<file path="src/rtl/divider32_if.sv">
`default_nettype none
// ============================================================================
//  Module      : divider32_if
//  Description : Request/response bundle for the 32-bit iterative divider.
//                master : drives start_in, op_in, dividend_in, divisor_in;
//                         observes busy_out, done_out, result_out.
//                slave  : the divider itself (mirror image of master).
//  Signals     : start_in     1   request, honoured only when divider is idle
//                op_in        2   00 DIV, 01 DIVU, 10 REM, 11 REMU
//                dividend_in  32  dividend, captured with start_in
//                divisor_in   32  divisor, captured with start_in
//                busy_out     1   high while iterating
//                done_out     1   one-cycle pulse, result_out valid
//                result_out   32  quotient or remainder
//  Revision    : 1.0 - initial release
// ============================================================================
interface divider32_if;
  logic        start_in;
  logic [1:0]  op_in;
  logic [31:0] dividend_in;
  logic [31:0] divisor_in;
  logic        busy_out;
  logic        done_out;
  logic [31:0] result_out;

  modport master (
    output start_in, op_in, dividend_in, divisor_in,
    input  busy_out, done_out, result_out
  );

  modport slave (
    input  start_in, op_in, dividend_in, divisor_in,
    output busy_out, done_out, result_out
  );
endinterface
`default_nettype wire

</file>
<file path="src/rtl/divider32.sv">
`default_nettype none
// ============================================================================
//  Module      : divider32
//  Description : RV32M-compatible 32-bit divider (DIV/DIVU/REM/REMU) using a
//                restoring algorithm, one quotient bit per clock, MSB first.
//                Divide-by-zero and signed overflow complete immediately.
//  Ports       : clk_in    1   clock, rising edge
//                rst_n_in  1   synchronous reset, active-low
//                bus           divider32_if.slave (request/response bundle)
//  Revision    : 1.0 - initial release
// ============================================================================
module divider32 (
  input  logic        clk_in,
  input  logic        rst_n_in,
  divider32_if.slave  bus
);

  typedef enum logic [1:0] {
    IDLE = 2'd0,
    CALC = 2'd1,
    DONE = 2'd2
  } state_t;

  state_t      state_q;
  state_t      state_d;

  // Operation context captured at start
  logic        rem_sel_q;   // 1: remainder is the result
  logic        neg_q;       // 1: negate the selected result
  logic [31:0] dvd_q;       // dividend magnitude, shifts out MSB-first; fills with quotient
  logic [31:0] dvs_q;       // divisor magnitude
  logic [31:0] rem_q;       // partial remainder
  logic [4:0]  cnt_q;
  logic [31:0] result_q;

  // Request decode
  logic        signed_op;
  logic        sign_a;
  logic        sign_b;
  logic [31:0] mag_a;
  logic [31:0] mag_b;
  logic        div_zero;
  logic        overflow;

  // One restoring step
  logic [32:0] shifted;
  logic [32:0] trial;
  logic        qbit;
  logic [31:0] rem_next;
  logic [31:0] quo_next;
  logic [31:0] quo_fixed;
  logic [31:0] rem_fixed;

  logic        busy;
  logic        done;

  always_comb begin
    signed_op = ~bus.op_in[0];
    sign_a    = signed_op & bus.dividend_in[31];
    sign_b    = signed_op & bus.divisor_in[31];
    mag_a     = sign_a ? (~bus.dividend_in + 32'd1) : bus.dividend_in;
    mag_b     = sign_b ? (~bus.divisor_in + 32'd1) : bus.divisor_in;
    div_zero  = (bus.divisor_in == 32'd0);
    overflow  = signed_op && (bus.dividend_in == 32'h8000_0000) &&
                (bus.divisor_in == 32'hFFFF_FFFF);
  end

  // Because rem_q < dvs_q is invariant, a 33-bit difference is enough: its
  // top bit is a true sign bit and, when clear, the low 32 bits hold the
  // new remainder.
  always_comb begin
    shifted   = {rem_q, dvd_q[31]};
    trial     = shifted - {1'b0, dvs_q};
    qbit      = ~trial[32];
    rem_next  = qbit ? trial[31:0] : shifted[31:0];
    quo_next  = {dvd_q[30:0], qbit};
    quo_fixed = neg_q ? (~quo_next + 32'd1) : quo_next;
    rem_fixed = neg_q ? (~rem_next + 32'd1) : rem_next;
  end

  // State register
  always_ff @(posedge clk_in) begin
    if (!rst_n_in) begin
      state_q <= IDLE;
    end else begin
      state_q <= state_d;
    end
  end

  // Next state and status outputs
  always_comb begin
    state_d = state_q;
    busy    = 1'b0;
    done    = 1'b0;
    case (state_q)
      IDLE: begin
        if (bus.start_in) begin
          state_d = (div_zero || overflow) ? DONE : CALC;
        end
      end
      CALC: begin
        busy = 1'b1;
        if (cnt_q == 5'd0) begin
          state_d = DONE;
        end
      end
      DONE: begin
        done    = 1'b1;
        state_d = IDLE;
      end
      default: state_d = IDLE;
    endcase
  end

  // Datapath
  always_ff @(posedge clk_in) begin
    if (!rst_n_in) begin
      rem_sel_q <= 1'b0;
      neg_q     <= 1'b0;
      dvd_q     <= 32'd0;
      dvs_q     <= 32'd0;
      rem_q     <= 32'd0;
      cnt_q     <= 5'd0;
      result_q  <= 32'd0;
    end else begin
      case (state_q)
        IDLE: begin
          if (bus.start_in) begin
            rem_sel_q <= bus.op_in[1];
            // REM takes the dividend's sign; DIV negates when signs differ
            neg_q     <= bus.op_in[1] ? sign_a : (sign_a ^ sign_b);
            dvd_q     <= mag_a;
            dvs_q     <= mag_b;
            rem_q     <= 32'd0;
            cnt_q     <= 5'd31;
            if (div_zero) begin
              result_q <= bus.op_in[1] ? bus.dividend_in : 32'hFFFF_FFFF;
            end else if (overflow) begin
              result_q <= bus.op_in[1] ? 32'd0 : 32'h8000_0000;
            end
          end
        end
        CALC: begin
          dvd_q <= quo_next;
          rem_q <= rem_next;
          cnt_q <= cnt_q - 5'd1;
          if (cnt_q == 5'd0) begin
            result_q <= rem_sel_q ? rem_fixed : quo_fixed;
          end
        end
        default: ;
      endcase
    end
  end

  assign bus.busy_out   = busy;
  assign bus.done_out   = done;
  assign bus.result_out = result_q;

endmodule
`default_nettype wire

</file>
<file path="src/flat_wrapper.sv">
// flat-port wrapper written by rule: the top's interface ports become plain ports
module divider32_flat 
  (clk_in, rst_n_in, bus_start_in, bus_op_in, bus_dividend_in, bus_divisor_in, bus_busy_out, bus_done_out, bus_result_out);
  divider32_if bus_i ();
  input  logic clk_in;
  input  logic rst_n_in;
  input wire logic [$bits(bus_i.start_in)-1:0] bus_start_in;
  input wire logic [$bits(bus_i.op_in)-1:0] bus_op_in;
  input wire logic [$bits(bus_i.dividend_in)-1:0] bus_dividend_in;
  input wire logic [$bits(bus_i.divisor_in)-1:0] bus_divisor_in;
  output wire logic [$bits(bus_i.busy_out)-1:0] bus_busy_out;
  output wire logic [$bits(bus_i.done_out)-1:0] bus_done_out;
  output wire logic [$bits(bus_i.result_out)-1:0] bus_result_out;
  assign bus_i.start_in = bus_start_in;
  assign bus_i.op_in = bus_op_in;
  assign bus_i.dividend_in = bus_dividend_in;
  assign bus_i.divisor_in = bus_divisor_in;
  assign bus_busy_out = bus_i.busy_out;
  assign bus_done_out = bus_i.done_out;
  assign bus_result_out = bus_i.result_out;
  divider32 u_core (.clk_in(clk_in), .rst_n_in(rst_n_in), .bus(bus_i));
endmodule
</file>
<file path="config.mk">
export PLATFORM = sky130hd
export DESIGN_NAME = divider32_flat
export DESIGN_NICKNAME = d
export VERILOG_FILES = /design/src/rtl/divider32_if.sv /design/src/rtl/divider32.sv /design/src/flat_wrapper.sv
export SDC_FILE = /design/constraint.sdc
export NUM_CORES = 1
export LEC_CHECK = 0
export CAP_MARGIN = 20
export CORE_UTILIZATION = 34
export DETAILED_ROUTE_END_ITERATION = 12
export PLACE_DENSITY = 0.59
export RECOVER_POWER = 50
export REMOVE_ABC_BUFFERS = 1
export SLEW_MARGIN = 0
export SYNTH_ARGS = -nofsm -noshare
export SYNTH_HDL_FRONTEND = slang
export SYNTH_SLANG_ARGS = --single-unit
</file>
<file path="constraint.sdc">
create_clock -name clk_in -period 4.5 [get_ports clk_in]
set_clock_uncertainty 0.2 [all_clocks]
set_input_delay 0.9 -clock clk_in [delete_from_list [all_inputs] [get_ports clk_in]]
set_output_delay 0.9 -clock clk_in [all_outputs]
set_load 0.01 [all_outputs]
</file>
# ---- Word level (Yosys, flattened, before mapping)
# Cells that the tools add are included.
dict set report word_totals {
  regBits 137
  input_bits 69
}
dict set report classes {
  addsub 6
  eq_ne 7
  n_mux 26
  n_bitwise 9
  reduce_logical 11
}
# cell count
set op_table {}
lappend op_table {{$mux W32} 14}
lappend op_table {{$pmux W32 S2} 3}
lappend op_table {{$add A32 B1 Y32 const B} 4}
lappend op_table {{$not A32 Y32} 4}
lappend op_table {{$eq A32 B32 Y1 const B} 2}
lappend op_table {{$sub A33 B32 Y33} 1}
lappend op_table {{$logic_not A32 Y1} 1}
lappend op_table {{$pmux W5 S2} 1}
lappend op_table {{$mux W2} 3}
lappend op_table {{$reduce_and A2 Y1} 3}
lappend op_table {{$logic_not A5 Y1} 1}
lappend op_table {{$mux W5} 1}
lappend op_table {{$sub A5 B1 Y5 const B} 1}
lappend op_table {{$pmux W2 S2} 1}
lappend op_table {{$reduce_and A4 Y1} 1}
lappend op_table {{$mux W1} 3}
lappend op_table {{$ne A3 B1 Y1 const B} 1}
lappend op_table {{$and A1 B1 Y1} 2}
lappend op_table {{$eq A2 B1 Y1 const B} 1}
lappend op_table {{$eq A2 B2 Y1 const B} 1}
lappend op_table {{$logic_and A1 B1 Y1} 2}
lappend op_table {{$logic_not A2 Y1} 1}
lappend op_table {{$ne A2 B1 Y1 const B} 1}
lappend op_table {{$ne A2 B2 Y1 const B} 1}
lappend op_table {{4 further kinds} 5}

# ---- Logic depth before layout (Yosys ltp)
# Gate-level depths: netlist (run 1).
dict set report logic_depth {
  ltp_word 8
  depth_mapped 25
}

# ---- Least setup slack after synthesis (run 1)
# No wires, ideal clock.
dict set report synth_path {
  path_type {register to register}
  start {register u_core.dvd_q[31]}
  end {register u_core.result_q[22] (netlist: u_core.bus.result_out[22])}
  setup_ns 0.124
  arrival_ns 4.492
  required_time_ns 4.176
  path_slack_ns -0.316
  stages_incl_launch_ff 24
  path_buffers 3
  synth_period_minus_slack_ns 4.816
  cell_sequence {dfxtp_1 > inv_1 > ha_1 > fa_1 > nand2b_1 > a21oi_1 > o211a_1 > o2111a_1 > nor4_4 > nor2_8 > buf_4 > buf_2 > nand2_1 > o21ai_0 > ha_1 > clkbuf_1 > nand3_1 > nor3_1 > nand2b_1 > o32ai_2 > o21ai_1 > o211a_1 > o21ai_0 > a21oi_1}
}
dict set report synth_between {
  elab_chain_len 8
}
# item line
set synth_lines {}
lappend synth_lines {{start: declaration} divider32.sv:30} ;# logic [31:0] dvd_q;
lappend synth_lines {{start signal: assignment} divider32.sv:132} ;# dvd_q <= mag_a;
lappend synth_lines {{start signal: assignment} divider32.sv:144} ;# dvd_q <= quo_next;
lappend synth_lines {{$sub A33 B32 Y33} divider32.sv:73} ;# trial = shifted - {1'b0, dvs_q};
lappend synth_lines {{$mux W32 or $not A1 Y1 (tied branches)} {divider32.sv:75, divider32.sv:74}}
lappend synth_lines {{$not A32 Y32 (on tied branches)} {divider32.sv:78, divider32.sv:77}}
lappend synth_lines {{$add A32 B1 Y32 (on tied branches)} {divider32.sv:78, divider32.sv:77}}
lappend synth_lines {{$mux W32 (on tied branches)} {divider32.sv:78, divider32.sv:77}}
lappend synth_lines {{$mux W32 (*)} divider32.sv:148} ;# result_q <= rem_sel_q ? rem_fixed : quo_fixed;
lappend synth_lines {{$mux W32 (*)} divider32.sv:147} ;# if (cnt_q == 5'd0) begin
lappend synth_lines {{$pmux W32 S2 (*)} divider32.sv:126} ;# case (state_q)
lappend synth_lines {{end signal: assignment} divider32.sv:137} ;# result_q <= bus.op_in[1] ? bus.dividend_in : 32'hFFFF_FFFF;
lappend synth_lines {{end signal: assignment} divider32.sv:139} ;# result_q <= bus.op_in[1] ? 32'd0 : 32'h8000_0000;
lappend synth_lines {{end signal: assignment} divider32.sv:148}
lappend synth_lines {{end: declaration} divider32.sv:34} ;# logic [31:0] result_q;
# Mark *: on every way between the ends. The rest lies on a longest branch, timed or not. The select of a mux whose other input is x is not followed.
# A chain may end at the register's enable or synchronous reset.

# ---- Worst setup path in the final report (run 1)
dict set report layout_path {
  start {register u_core.dvs_q[3]}
  end {register u_core.result_q[26] (netlist: u_core.bus.result_out[26])}
}
dict set report layout_between {
  elab_chain_len 8
}
# item line
set layout_lines {}
lappend layout_lines {{start: declaration} divider32.sv:31} ;# logic [31:0] dvs_q;
lappend layout_lines {{start signal: assignment} divider32.sv:133} ;# dvs_q <= mag_b;
lappend layout_lines {{$sub A33 B32 Y33 (*)} divider32.sv:73}
lappend layout_lines {{$mux W32 or $not A1 Y1 (tied branches)} {divider32.sv:75, divider32.sv:74}}
lappend layout_lines {{$not A32 Y32 (on tied branches)} {divider32.sv:78, divider32.sv:77}}
lappend layout_lines {{$add A32 B1 Y32 (on tied branches)} {divider32.sv:78, divider32.sv:77}}
lappend layout_lines {{$mux W32 (on tied branches)} {divider32.sv:78, divider32.sv:77}}
lappend layout_lines {{$mux W32 (*)} divider32.sv:148}
lappend layout_lines {{$mux W32 (*)} divider32.sv:147}
lappend layout_lines {{$pmux W32 S2 (*)} divider32.sv:126}
# Marks and branches as above.

==> results.cfg, run 1 <==
[critical_path]
crit_path_end = u_core.bus.result_out[26]
max_stage_delay_ps = 420
critPathSlowestCell = or3_1
crit_start = u_core.dvs_q[3]
crit_fanout = 6
crit_required_ps = 4620
setup.worst_path.end_class = flip-flop
rr_worst_depth = 21
worstPathCellList = inv_1 > ha_1 > o211ai_1 > a21oi_4 > o211a_4 > o2111a_1 > o31a_4 > nor2_8 > inv_4 > nand2_1 > o21ai_1 > inv_1 > ha_4 > nor3b_2 > nand2_1 > o41ai_2 > buf_4 > nand4_1 > or3_1 > nand3_1 > a31oi_1
r2r-end = u_core.bus.result_out[26]
reg2reg_slack_ps = 200
worstSetupStartpointType = flip-flop
crit_type = flip-flop to flip-flop
cp.arrival_ps = 4420
r2r-start = u_core.dvs_q[3]

[place]
pre_cts_slack_ps = 59.7
gp_congestion = 0.946
dp_hpwl_mm = 33.4
placed_area_um2 = 13900
io_buffer_count = 102

[clock_tree]
htreeDepth = 4
path_clk_slew_ps = 70
numCtsBuffers = 17
clockBufferDepth = 2
cts-root-buf = clkbuf_16
clock_sinks = 137
ctsHoldBuffers = 0
cts_tree = yes
clk_latency_ps = 440

[status]
outcome = complete, but fails checks
violations = max-capacitance violations, max-slew violations

[yosys]
ys_seq_elements = 137
synthCells = 1649
synthSimpleGateAreaFrac_pct = 25.9
syn-cell-area_um2 = 11900
synth_adder_area_share_pct = 4.28
synth_top_family_by_area = compound AO/OA/AOI/OAI gates
synth_flop_cell = dfxtp_1
ys_seq_area_share_pct = 23.1
synth-xor-area-share_pct = 7.02
async_flop_share_pct = 0
avgSynthCellArea_um2 = 7.19
synth_cell_types = 87
yosys-mux-area-fraction_pct = 2.87
synth-compound-area-share_pct = 31.2
synth_edf_count = 0
ys_warn_count = 0

[worst_hold_path]
hp-class = flip-flop to flip-flop

[global_route]
grt.overflow.total = 0
track_usage_pct = 24.3
grt_pass1_wl_mm = 68.7
antenna_found_initial = 1
grt_pass1_vias = 12500
grt_max_degree = 68

[final_layout]
final_common_cell = nor2_1
fin_nets = 1888
fin_area_um2 = 14600
fill_cells = 3588
layout-drive-gt1-share_pct = 11.9
final_cell_mix = nor2_1, nand2_1, a21oi_1
synthToLayoutAreaGrowth_pct = 23.2
fin_util_pct = 42.4
seqCellArea_um2 = 2750
multi_input_area_um2 = 8600

[floorplanning]
start_util_pct = 34.4
ios = 103
core_region_area_um2 = 34500
fp-row-count = 68
dieArea_um2 = 35600
die_w_um = 189
die_h_um = 189

[drt]
vias = 13300
drc = 0
routedWlPerCell_um = 19.6
viasPerCell = 5.91
firstDrtPassIters = 5
antenna_left = 0
routed_wl_mm = 44.1
drt_iter0_markers = 1300

[timing]
fin_setup_tns_ps = 0
fin_crit_ps = 4300
fmax_ghz = 0.232
whs_ps = 256
hold_viol_final = 0
period_share_pct = 95.6
post-route-worst-setup-slack_ps = 197
setup-violations-final = 0
drv_slew = 34
max_slew_margin_pct = -12.4
tightest_slew_ps = 1690

[power_and_ir_drop]
ir_drop_mv = 0.272
leakagePower_uw = 0.00552
pwr_density_cell_nw_per_um2 = 299

[job]
max_cap_viol_count = 1
==> sequential cells by signal, indices dropped and copies added (netlist names) <==
signal / flops
u_core.dvd_q: 32
u_core.state_q: 2
u_core.neg_q: 1
u_core.rem_sel_q: 1
u_core.cnt_q: 5
u_core.bus.result_out: 32
u_core.dvs_q: 32
u_core.rem_q: 32
==> layout make-up <==
cell class	instances	share of cell area [%]
clock buffers	18	3.01
repair buffers	221	13.0
multi-input cells	1345	58.9
well taps	455	3.90
diodes	1	0.0171
flip-flops and latches	137	18.8
inverters	57	1.52
clock inverters	14	0.865
==> where the power goes <==
part	leakage (uW)	switching, uW	internal, uW
clock	0.000270	653	742
combinational	0.00412	947	624
sequential	0.00112	101	1310
total	0.00552	1700	2670
==> kinds of logic (layout without fill, tap and decap cells) <==
logic type,Yosys count,in the layout
and+or+nand+nor,614,614
muxes,32,32
adders and majority gates,40,40
buffers and inverters,167,310
AOI/OAI and AO/OA,564,564
xor gates and xnor gates,95,95
DFF,137,137
other,0,1
==> cells in the mapped netlist, drive strengths merged (4+ instances only) <==
library cell	count	area [um2]
nor3b	6	45.0
a31oi	40	250
o2111ai	6	52.6
a21o	20	150
buf	26	134
o211ai	18	135
o21ai	129	646
nand3	40	200
nor2	173	666
o31ai	25	193
nor4	25	190
and4	12	105
nand4	23	144
clkbuf	84	315
a211oi	48	370
xor2	50	438
nor3	45	236
mux2i	25	250
o21a	15	120
nor4b	4	35.0
o311ai	6	52.6
a211o	7	62.6
inv	56	210
or4	16	124
and3	16	100
a22oi	34	255
nand2	156	601
xnor2	45	394
mux2	6	67.6
a311oi	14	123
nor2b	10	62.6
o41ai	8	77.6
ha	39	488
a21oi	143	716
o211a	5	50.1
or2	12	75.1
dfxtp	137	2740
nand2b	17	106
and2	23	144
or3	30	188
a221oi	8	70.1
==> metrics by stage <==
step,instances,total power (uW)
2_1_floorplan,1539,2350
3_3_place_gp,2211,2940
5_1_grt,2247,4600
4_1_cts,2243,4340
6_report,2248,4370
3_5_place_dp,2211,2950
==> routing by layer <==
| metal | track usage (%) | wire [um] | vias to the layer above | share of wire (%) |
|---|---|---|---|---|
| met2 | 40.5 | 20800 | 439 | 47 |
| met4 | 8.28 | 1250 | 0 | 2.8 |
| met1 | 32.0 | 19600 | 6389 | 44 |
| met5 | 0 | 0 | - | 0 |
| li1 | - | - | 6385 | - |
| met3 | 3.35 | 2500 | 78 | 5.7 |
==> worst max-delay path, delay by kind of cell, from the launching register on <==
kind | cells | cell delay, ps
AOI/OAI and AO/OA | 8 | 1690
buffers and inverters | 4 | 380
adders and majority gates | 2 | 450
and+or+nand+nor | 7 | 1150
DFF | 1 | 330
==> how the worst min path moves through the flow <==
stage	cells past startpoint	slack [ps]	to	start
6_report	2	260	u_core.dvs_q[26]	u_core.dvs_q[26]
5_1_grt	2	280	u_core.dvs_q[30]	u_core.dvs_q[30]
4_1_cts	2	260	u_core.dvs_q[26]	u_core.dvs_q[26]
3_5_place_dp	2	250	u_core.dvs_q[26]	u_core.dvs_q[26]
3_3_place_gp	2	240	u_core.dvs_q[31]	u_core.dvs_q[31]
2_1_floorplan	2	230	u_core.dvs_q[26]	u_core.dvs_q[26]
==> what timing repair did <==
item	4_1_cts	5_1_grt
gates resized for setup	0	37
setup endpoints to repair	0	12
setup buffers	0	4
(Power assumes the default switching activity.)
==> run 2, diff against run 1 <==
Settings changed: CTS_BUF_LIST set to sky130_fd_sc_hd__clkbuf_4 sky130_fd_sc_hd__clkbuf_8.
==> run 2 against run 1 <==
The run still ends with max-capacitance violations, max-slew violations left. Via count is 0.32% higher. Sequential cell count unchanged. Power decreased by 8.2%. Global-route usage barely moved. First-iteration DRC count down 0.69%. Non-clock buffer count up 3. Sequential power hardly changed. Core utilization shrank 0.32 points. Die area is the same. Critical endpoint unchanged. Largest cell class unchanged. Highest routed layer unchanged.
==> results.cfg, run 2 (synthesized netlist as in run 1, its figures left out) <==
[clock_tree]
ctsHoldBuffers = 0
numCtsBuffers = 17
path_clk_slew_ps = 100
clk_latency_ps = 480
cts-root-buf = clkbuf_8
clock_sinks = 137
htreeDepth = 4
clockBufferDepth = 2
cts_tree = yes

[timing]
drv_slew = 34
post-route-worst-setup-slack_ps = 173
setup-violations-final = 0
period_share_pct = 96.2
fin_crit_ps = 4330
max_slew_margin_pct = -13.0
hold_viol_final = 0
tightest_slew_ps = 1700
fmax_ghz = 0.231

[power_and_ir_drop]
p_sw_share_pct = 41.4
switchingPower_uw = 1660
power_frac_seq_pct = 35.1
ir_drop_mv = 0.173
clock_power_share_pct = 25.7
internal_power_uw = 2350
leakagePower_uw = 0.00545
pwr_density_cell_nw_per_um2 = 277
finalPower_uw = 4010
p_comb_share_pct = 39.2

[critical_path]
setup.worst_path.end_class = flip-flop
crit_required_ps = 4670
r2r-end = u_core.bus.result_out[26]
crit_fanout = 6
crit_start = u_core.dvs_q[5]
cp.arrival_ps = 4500
crit_path_end = u_core.bus.result_out[26]
worstSetupStartpointType = flip-flop
reg2reg_slack_ps = 170
r2r-start = u_core.dvs_q[5]
crit_type = flip-flop to flip-flop
rr_worst_depth = 21

[place]
dp_hpwl_mm = 33.4
pre_cts_slack_ps = 59.7
gp_congestion = 0.946
io_buffer_count = 102

[floorplanning]
dieArea_um2 = 35600
start_util_pct = 34.4
die_h_um = 189
ios = 103
core_region_area_um2 = 34500
die_w_um = 189
fp-row-count = 68

[final_layout]
fin_util_pct = 42.1
n_antenna_cell = 0
seqCellArea_um2 = 2760
multi_input_area_um2 = 8650
fin_nets = 1891
layout-drive-gt1-share_pct = 12.9
final_common_cell = nor2_1
final_cell_mix = nor2_1, nand2_1, a21oi_1
synthToLayoutAreaGrowth_pct = 22.3
fill_cells = 3618

[global_route]
track_usage_pct = 24.3
antenna_found_initial = 1
grt_pass1_wl_mm = 68.7
grt.overflow.total = 0
grt_max_degree = 68
grt_pass1_vias = 12500

[drt]
drc = 0
routedWlPerCell_um = 19.7
firstDrtPassIters = 5
drt_iter0_markers = 1291
vias = 13300
routed_wl_mm = 44.2
viasPerCell = 5.93
antenna_left = 0

[status]
outcome = complete, but fails checks
violations = max-capacitance violations, max-slew violations

[worst_hold_path]
hold_start = u_core.dvs_q[26]
hp-class = flip-flop to flip-flop

[job]
max_cap_viol_count = 1
## run 2: cell count changes in the layout (fill, tap and decap cells not counted), moves of 3 or more
cell	previous run	this run
buf_4	111	114
clkbuf_16	17	0
dfxtp_1	133	127
dfxtp_2	4	10
ha_1	38	34
ha_4	1	4
clkbuf_8	1	18
## run 2: cell type report
| class | count | area share [%] |
|---|---|---|
| flip-flops and latches | 137 | 19.0 |
| repair buffers | 224 | 13.3 |
| multi-input cells | 1345 | 59.7 |
| inverters | 57 | 1.54 |
| clock inverters | 14 | 0.872 |
| well taps | 455 | 3.93 |
| clock buffers | 18 | 1.71 |
## run 2: critical path: stages, from the launching register on
cell and delay, ps:
dfxtp_2 340, inv_1 40, ha_1 310, a21oi_2 180, nand2_2 90, o211a_4 280
o2111a_1 260, o31a_4 390, nor2_8 140, inv_4 60, nand2_1 70, o21ai_1 90
inv_1 110, ha_4 160, nor3b_2 150, nand2_1 80, o41ai_2 310, buf_4 160
nand4_1 200, or3_1 420, nand3_1 80, a31oi_1 80
## run 2: worst min-delay path by stage
stage,end,slack (ps),cells after the start
floorplan,u_core.dvs_q[26],230,2
global placement,u_core.dvs_q[31],240,2
detailed placement,u_core.dvs_q[26],250,2
CTS,u_core.dvs_q[26],260,2
global route,u_core.dvs_q[30],290,2
finish,u_core.dvs_q[26],260,2
## run 2: metrics by stage
step	instances	cell area (um2)	hold WS (ps)	setup TNS (ps)
floorplan	1539	11400	232	-21310
global placement	2211	13900	244	0
detailed placement	2211	13900	251	0
CTS	2243	14300	265	0
global route	2250	14500	285	-112
finish	2250	14500	260	0
## run 2: repair_timing
action / in CTS / in global routing
gates resized for setup: 0 / 52
endpoints found under the setup margin: 0 / 12
setup buffers: 0 / 7
## run 2: power by group through the flow
stage / clock network (uW) / logic [uW] / registers (uW)
2_1_floorplan: 0 / 930 / 1420
3_3_place_gp: 0 / 1510 / 1430
3_5_place_dp: 0 / 1520 / 1430
4_1_cts: 1040 / 1520 / 1410
5_1_grt: 1100 / 1720 / 1420
6_report: 1030 / 1580 / 1410
## run 2: per-layer routing
metal  up-vias  track usage, %  routed length (um)
met3        76            2.92                2640
met1      6415            32.1               19500
met5         -               0                   0
met4         0            8.65                1270
met2       459            40.4               20800
li1       6383               -                   -
==> run 3, diff against run 2 <==
Settings changed: CTS_BUF_LIST sky130_fd_sc_hd__clkbuf_4 sky130_fd_sc_hd__clkbuf_8 to sky130_fd_sc_hd__clkbuf_4.
==> run 3 against run 2 <==
The flow still finishes with violations (max-capacitance violations, max-slew violations). First-iteration DRC count grew 3.6%. Clock-buffer cell count down 1. Combinational power barely moved. Critical path type unchanged. Largest cell class unchanged. Largest power group unchanged.
==> results.cfg, run 3 (synthesized netlist as in run 1, its figures left out) <==
[status]
outcome = complete, but fails checks
violations = max-capacitance violations, max-slew violations

[floorplanning]
die_h_um = 189
ios = 103
die_w_um = 189
core_region_area_um2 = 34500
dieArea_um2 = 35600
fp-row-count = 68
start_util_pct = 34.4

[critical_path]
r2r-end = u_core.bus.result_out[26]
critPathSlowestCell = or3_1
reg2reg_slack_ps = 140
crit_fanout = 6
cp.arrival_ps = 4650
crit_required_ps = 4790
cp_num_cells = 20
crit_family = compound AO/OA/AOI/OAI gates
crit_start = u_core.rem_q[10]
rr_worst_depth = 20
r2r-start = u_core.rem_q[10]
max_stage_delay_ps = 430
crit_type = flip-flop to flip-flop
worstPathCellList = ha_1 > a21oi_2 > o21ai_1 > or2_1 > o2111a_1 > o31a_4 > nor2_8 > inv_4 > nand2_1 > o21ai_1 > inv_1 > ha_4 > nor3b_2 > nand2_1 > o41ai_2 > buf_4 > nand4_1 > or3_1 > nand3_1 > a31oi_1
setup.worst_path.end_class = flip-flop
worstSetupStartpointType = flip-flop
cp_num_buf_inv = 3
crit_path_end = u_core.bus.result_out[26]

[job]
max_cap_viol_count = 1

[drt]
antenna_left = 0
firstDrtPassIters = 5
drt_iter0_markers = 1338
routed_wl_mm = 44.1
drc = 0
viasPerCell = 5.91
routedWlPerCell_um = 19.6
vias = 13300

[final_layout]
fin_area_um2 = 14400
final_cell_mix = nor2_1, nand2_1, a21oi_1
synthToLayoutAreaGrowth_pct = 21.5
fin_nets = 1892
final_common_cell = nor2_1
layout-drive-gt1-share_pct = 13.1
fill_cells = 3620

[clock_tree]
cts_tree = yes
numCtsBuffers = 17
clk_latency_ps = 590
path_clk_slew_ps = 160
cts-root-buf = clkbuf_4
clock_sinks = 137
ctsHoldBuffers = 0
htreeDepth = 4
clockBufferDepth = 2

[place]
gp_congestion = 0.946
dp_hpwl_mm = 33.4
placed_area_um2 = 13900
io_buffer_count = 102

[timing]
tightest_slew_ps = 1710
setup-violations-final = 0
period_share_pct = 96.8
drv_slew = 34
fmax_ghz = 0.230
max_slew_margin_pct = -14.1
hold_viol_final = 0
fin_crit_ps = 4360
fin_setup_tns_ps = 0

[worst_hold_path]
hp-class = flip-flop to flip-flop
hold_start = u_core.dvs_q[26]

[global_route]
track_usage_pct = 24.3
grt_max_degree = 68
grt_pass1_vias = 12500
grt.overflow.total = 0
antenna_found_initial = 1
grt_pass1_wl_mm = 68.8

[power_and_ir_drop]
pwr_density_cell_nw_per_um2 = 264
ir_drop_mv = 0.129
leakagePower_uw = 0.00541
==> run 3: changes by cell type in the layout (fill, tap and decap cells not counted), sizes merged <==
| cell | change |
|---|---|
| clkinv | +1 |
| diode | +1 |
==> run 3: repair_timing <==
item,CTS,global route
gates resized for setup,0,57
setup buffers,0,8
endpoints found under the setup margin,0,13
==> run 3: layer usage <==
layer,track usage (%),part of all wire (%),vias up
li1,-,-,6392
met1,32.2,45,6400
met2,40.8,47,449
met3,3.07,5.4,60
met4,7.01,2.2,0
met5,0,0,-
==> run 3: area by class of cell <==
cell class | count | area, um2 | share of cell area [%]
Antenna cell | 1 | 2.50 | 0.0174
Clock buffer | 17 | 128 | 0.886
Clock inverter | 15 | 130 | 0.903
Inverter | 57 | 223 | 1.55
Multi-Input combinational cell | 1345 | 8660 | 60.1
Sequential cell | 137 | 2760 | 19.2
Tap cell | 455 | 569 | 3.95
Timing Repair Buffer | 225 | 1930 | 13.4
==> run 3: report_power, final <==
group / leakage (uW) / internal (uW) / switching [uW]
clock network: 0.000133 / 238 / 580
registers: 0.00113 / 1310 / 100
logic: 0.00415 / 629 / 951
==> run 3: worst register-to-register path, stage by stage, from the launching register on <==
cell and delay (ps):
dfxtp_1 380, ha_1 350, a21oi_2 170, o21ai_1 110
or2_1 260, o2111a_1 280, o31a_4 390, nor2_8 140
inv_4 70, nand2_1 70, o21ai_1 90, inv_1 110
ha_4 160, nor3b_2 150, nand2_1 80, o41ai_2 310
buf_4 160, nand4_1 210, or3_1 430, nand3_1 80
a31oi_1 80
==> run 3: through the flow <==
step,total power [uW],util (%),hold WS (ps),setup slack [ps],instances
floorplan,2350,-,232,-611,1539
global placement,2940,40.4,244,113,2211
CTS,3770,41.1,271,57.5,2243
detailed placement,2950,40.4,251,59.7,2211
finish,3810,41.8,265,143,2252
global route,4030,41.8,291,-88.0,2252
==> run 3: worst min path at each step <==
stage | end | depth (start not counted) | slack, ps
floorplan | u_core.dvs_q[26] | 2 | 230
global placement | u_core.dvs_q[31] | 2 | 240
detailed placement | u_core.dvs_q[26] | 2 | 250
CTS | u_core.dvs_q[26] | 2 | 270
global route | u_core.dvs_q[30] | 2 | 290
finish | u_core.dvs_q[26] | 2 | 270
==> RTL edit, RTL diff (config.mk and constraints of run 1) <==
Encoding of `state_t`: now one-hot (3 bits for 3 states).
--- a/src/rtl/divider32.sv
+++ b/src/rtl/divider32.sv
@@ -17,6 +17,6 @@
 
-  typedef enum logic [1:0] {
-    IDLE = 2'd0,
-    CALC = 2'd1,
-    DONE = 2'd2
+  typedef enum logic [2:0] {
+    IDLE = 3'b001,
+    CALC = 3'b010,
+    DONE = 3'b100
   } state_t;
Check against the original RTL: same outputs for any inputs over 10 cycles, from zero or initial values and one cycle with rst_n_in low; not proved beyond that.
==> RTL edit against run 1 <==
  * Area after synthesis is 2.9% lower
  * Critical path depth is 1 lower
  * Critical path type unchanged
  * Sequential share of layout area is 0.46 points higher
  * Wire length is 5.3% lower
  * Largest cell class unchanged
  * Design area is 1.8% lower
  * Sequential cell count is 1 higher
  * The run still ends with max-capacitance violations, max-slew violations left
  * Highest routed layer unchanged
  * Fmax is 0.99% higher
  * Power is 4.0% higher
  * Worst setup slack better by 0.042 ns
==> RTL edit: results <==
set metrics [dict create \
    status "finished with violations" \
    cap_violations 1 \
    slew_violations 39 \
    finalNetCount 1844 \
    p_sw_uw 1696 \
    ir_drop_v 0.0002760 \
    reg2reg_slack_ns 0.24 \
    diodes 0 \
    num-fill-cells 3391 \
    layout-drive-gt1-share_pct 12.59 \
    tightest_slew_ns 1.844 \
    grt_pass1_vias 12080 \
    vias 12840 \
    dpl.hpwl_um 32130 \
    synthTopCellsByArea "dfxtp_1 24%, o21ai_0 6.4%, a21oi_1 6.0%" \
    gr-usage-all-layers_pct 24.40 \
    drt-wirelength-per-cell_um 19.03 \
    synth_common_cells "160 x nand2_1, 148 x o21ai_0, 142 x nor2_1" \
    leakage_uw 0.005587 \
    pg_comb_uw 1670 \
    synth_cell_types 92 \
    grt_max_degree 63 \
    grt_pass1_wl_um 65890 \
    critPathArrivalTime_ns 4.38 \
    gp_congestion 0.9288 \
    failed_checks "max-capacitance violations, max-slew violations" \
    cp_max_fo 7 \
    finalHoldWorstSlack_ns 0.2528 \
]
## RTL edit: what timing repair did
| action | 4_1_cts | 5_1_grt |
|---|---|---|
| endpoints found under the setup margin | 0 | 14 |
| endpoints found under the hold margin | 0 | 0 |
| resized for setup | 0 | 18 |
## RTL edit: cell families (layout without fill, tap and decap cells)
kind of cell | Yosys count | in the layout | synth area share (%)
compound gates | 571 | 571 | 32.10
xor+xnor | 101 | 101 | 7.686
simple gates | 543 | 543 | 23.55
buf+inv | 161 | 327 | 5.707
mux | 28 | 28 | 2.544
flops | 138 | 138 | 24.00
fa+ha+maj | 40 | 40 | 4.414
## RTL edit: critical path: cells and delay by family, from the launching register on
kind	cells	cell delay, ns
AND/OR/NAND/NOR	8	1.72
flip-flops	1	0.33
AO/OA/AOI/OAI	6	0.99
buffers and inverters	4	0.42
adder cells (fa/ha/maj)	2	0.49
## RTL edit: layout make-up
| class | count | area (µm²) | area share (%) |
|---|---|---|---|
| Inverter | 63 | 236.5 | 1.648 |
| Clock inverter | 11 | 122.6 | 0.8547 |
| Clock buffer | 21 | 450.4 | 3.140 |
| Timing Repair Buffer | 232 | 2037 | 14.20 |
| Sequential cell | 138 | 2764 | 19.27 |
| Tap cell | 448 | 560.5 | 3.907 |
| Multi-Input combinational cell | 1283 | 8175 | 56.99 |
## RTL edit: path summary, 6_finish.rpt
kind,from,cells past startpoint,to
setup / recovery,u_core.dvs_q[18]$_SDFFE_PN0P_,20,u_core.bus.result_out[26]$_SDFFE_PN0P_
hold / removal,u_core.dvs_q[21]$_SDFFE_PN0P_,2,u_core.dvs_q[21]$_SDFFE_PN0P_
setup reg to reg,u_core.dvs_q[18]$_SDFFE_PN0P_,20,u_core.bus.result_out[26]$_SDFFE_PN0P_
hold reg to reg,u_core.dvs_q[21]$_SDFFE_PN0P_,2,u_core.dvs_q[21]$_SDFFE_PN0P_
## RTL edit: per-layer routing
metal,track usage [%],vias up,routed length [µm]
met5,0,-,0
met4,7.049,0,915
met3,2.700,62,2347
met2,41.49,444,19940
met1,32.26,6167,18580
li1,-,6167,-
## RTL edit: metrics by stage
| stage | cell area (µm²) | util [%] | instances | total power, µW | TNS, ns |
|---|---|---|---|---|---|
| 2_1_floorplan | 11090 | - | 1484 | 2455 | -3.045 |
| 3_3_place_gp | 13710 | 40.99 | 2164 | 3102 | -0.03274 |
| 3_5_place_dp | 13710 | 40.99 | 2164 | 3118 | -0.3733 |
| 4_1_cts | 14290 | 42.71 | 2196 | 4540 | 0 |
| 5_1_grt | 14350 | 42.89 | 2196 | 4804 | -0.02922 |
| 6_report | 14350 | 42.89 | 2196 | 4551 | 0 |
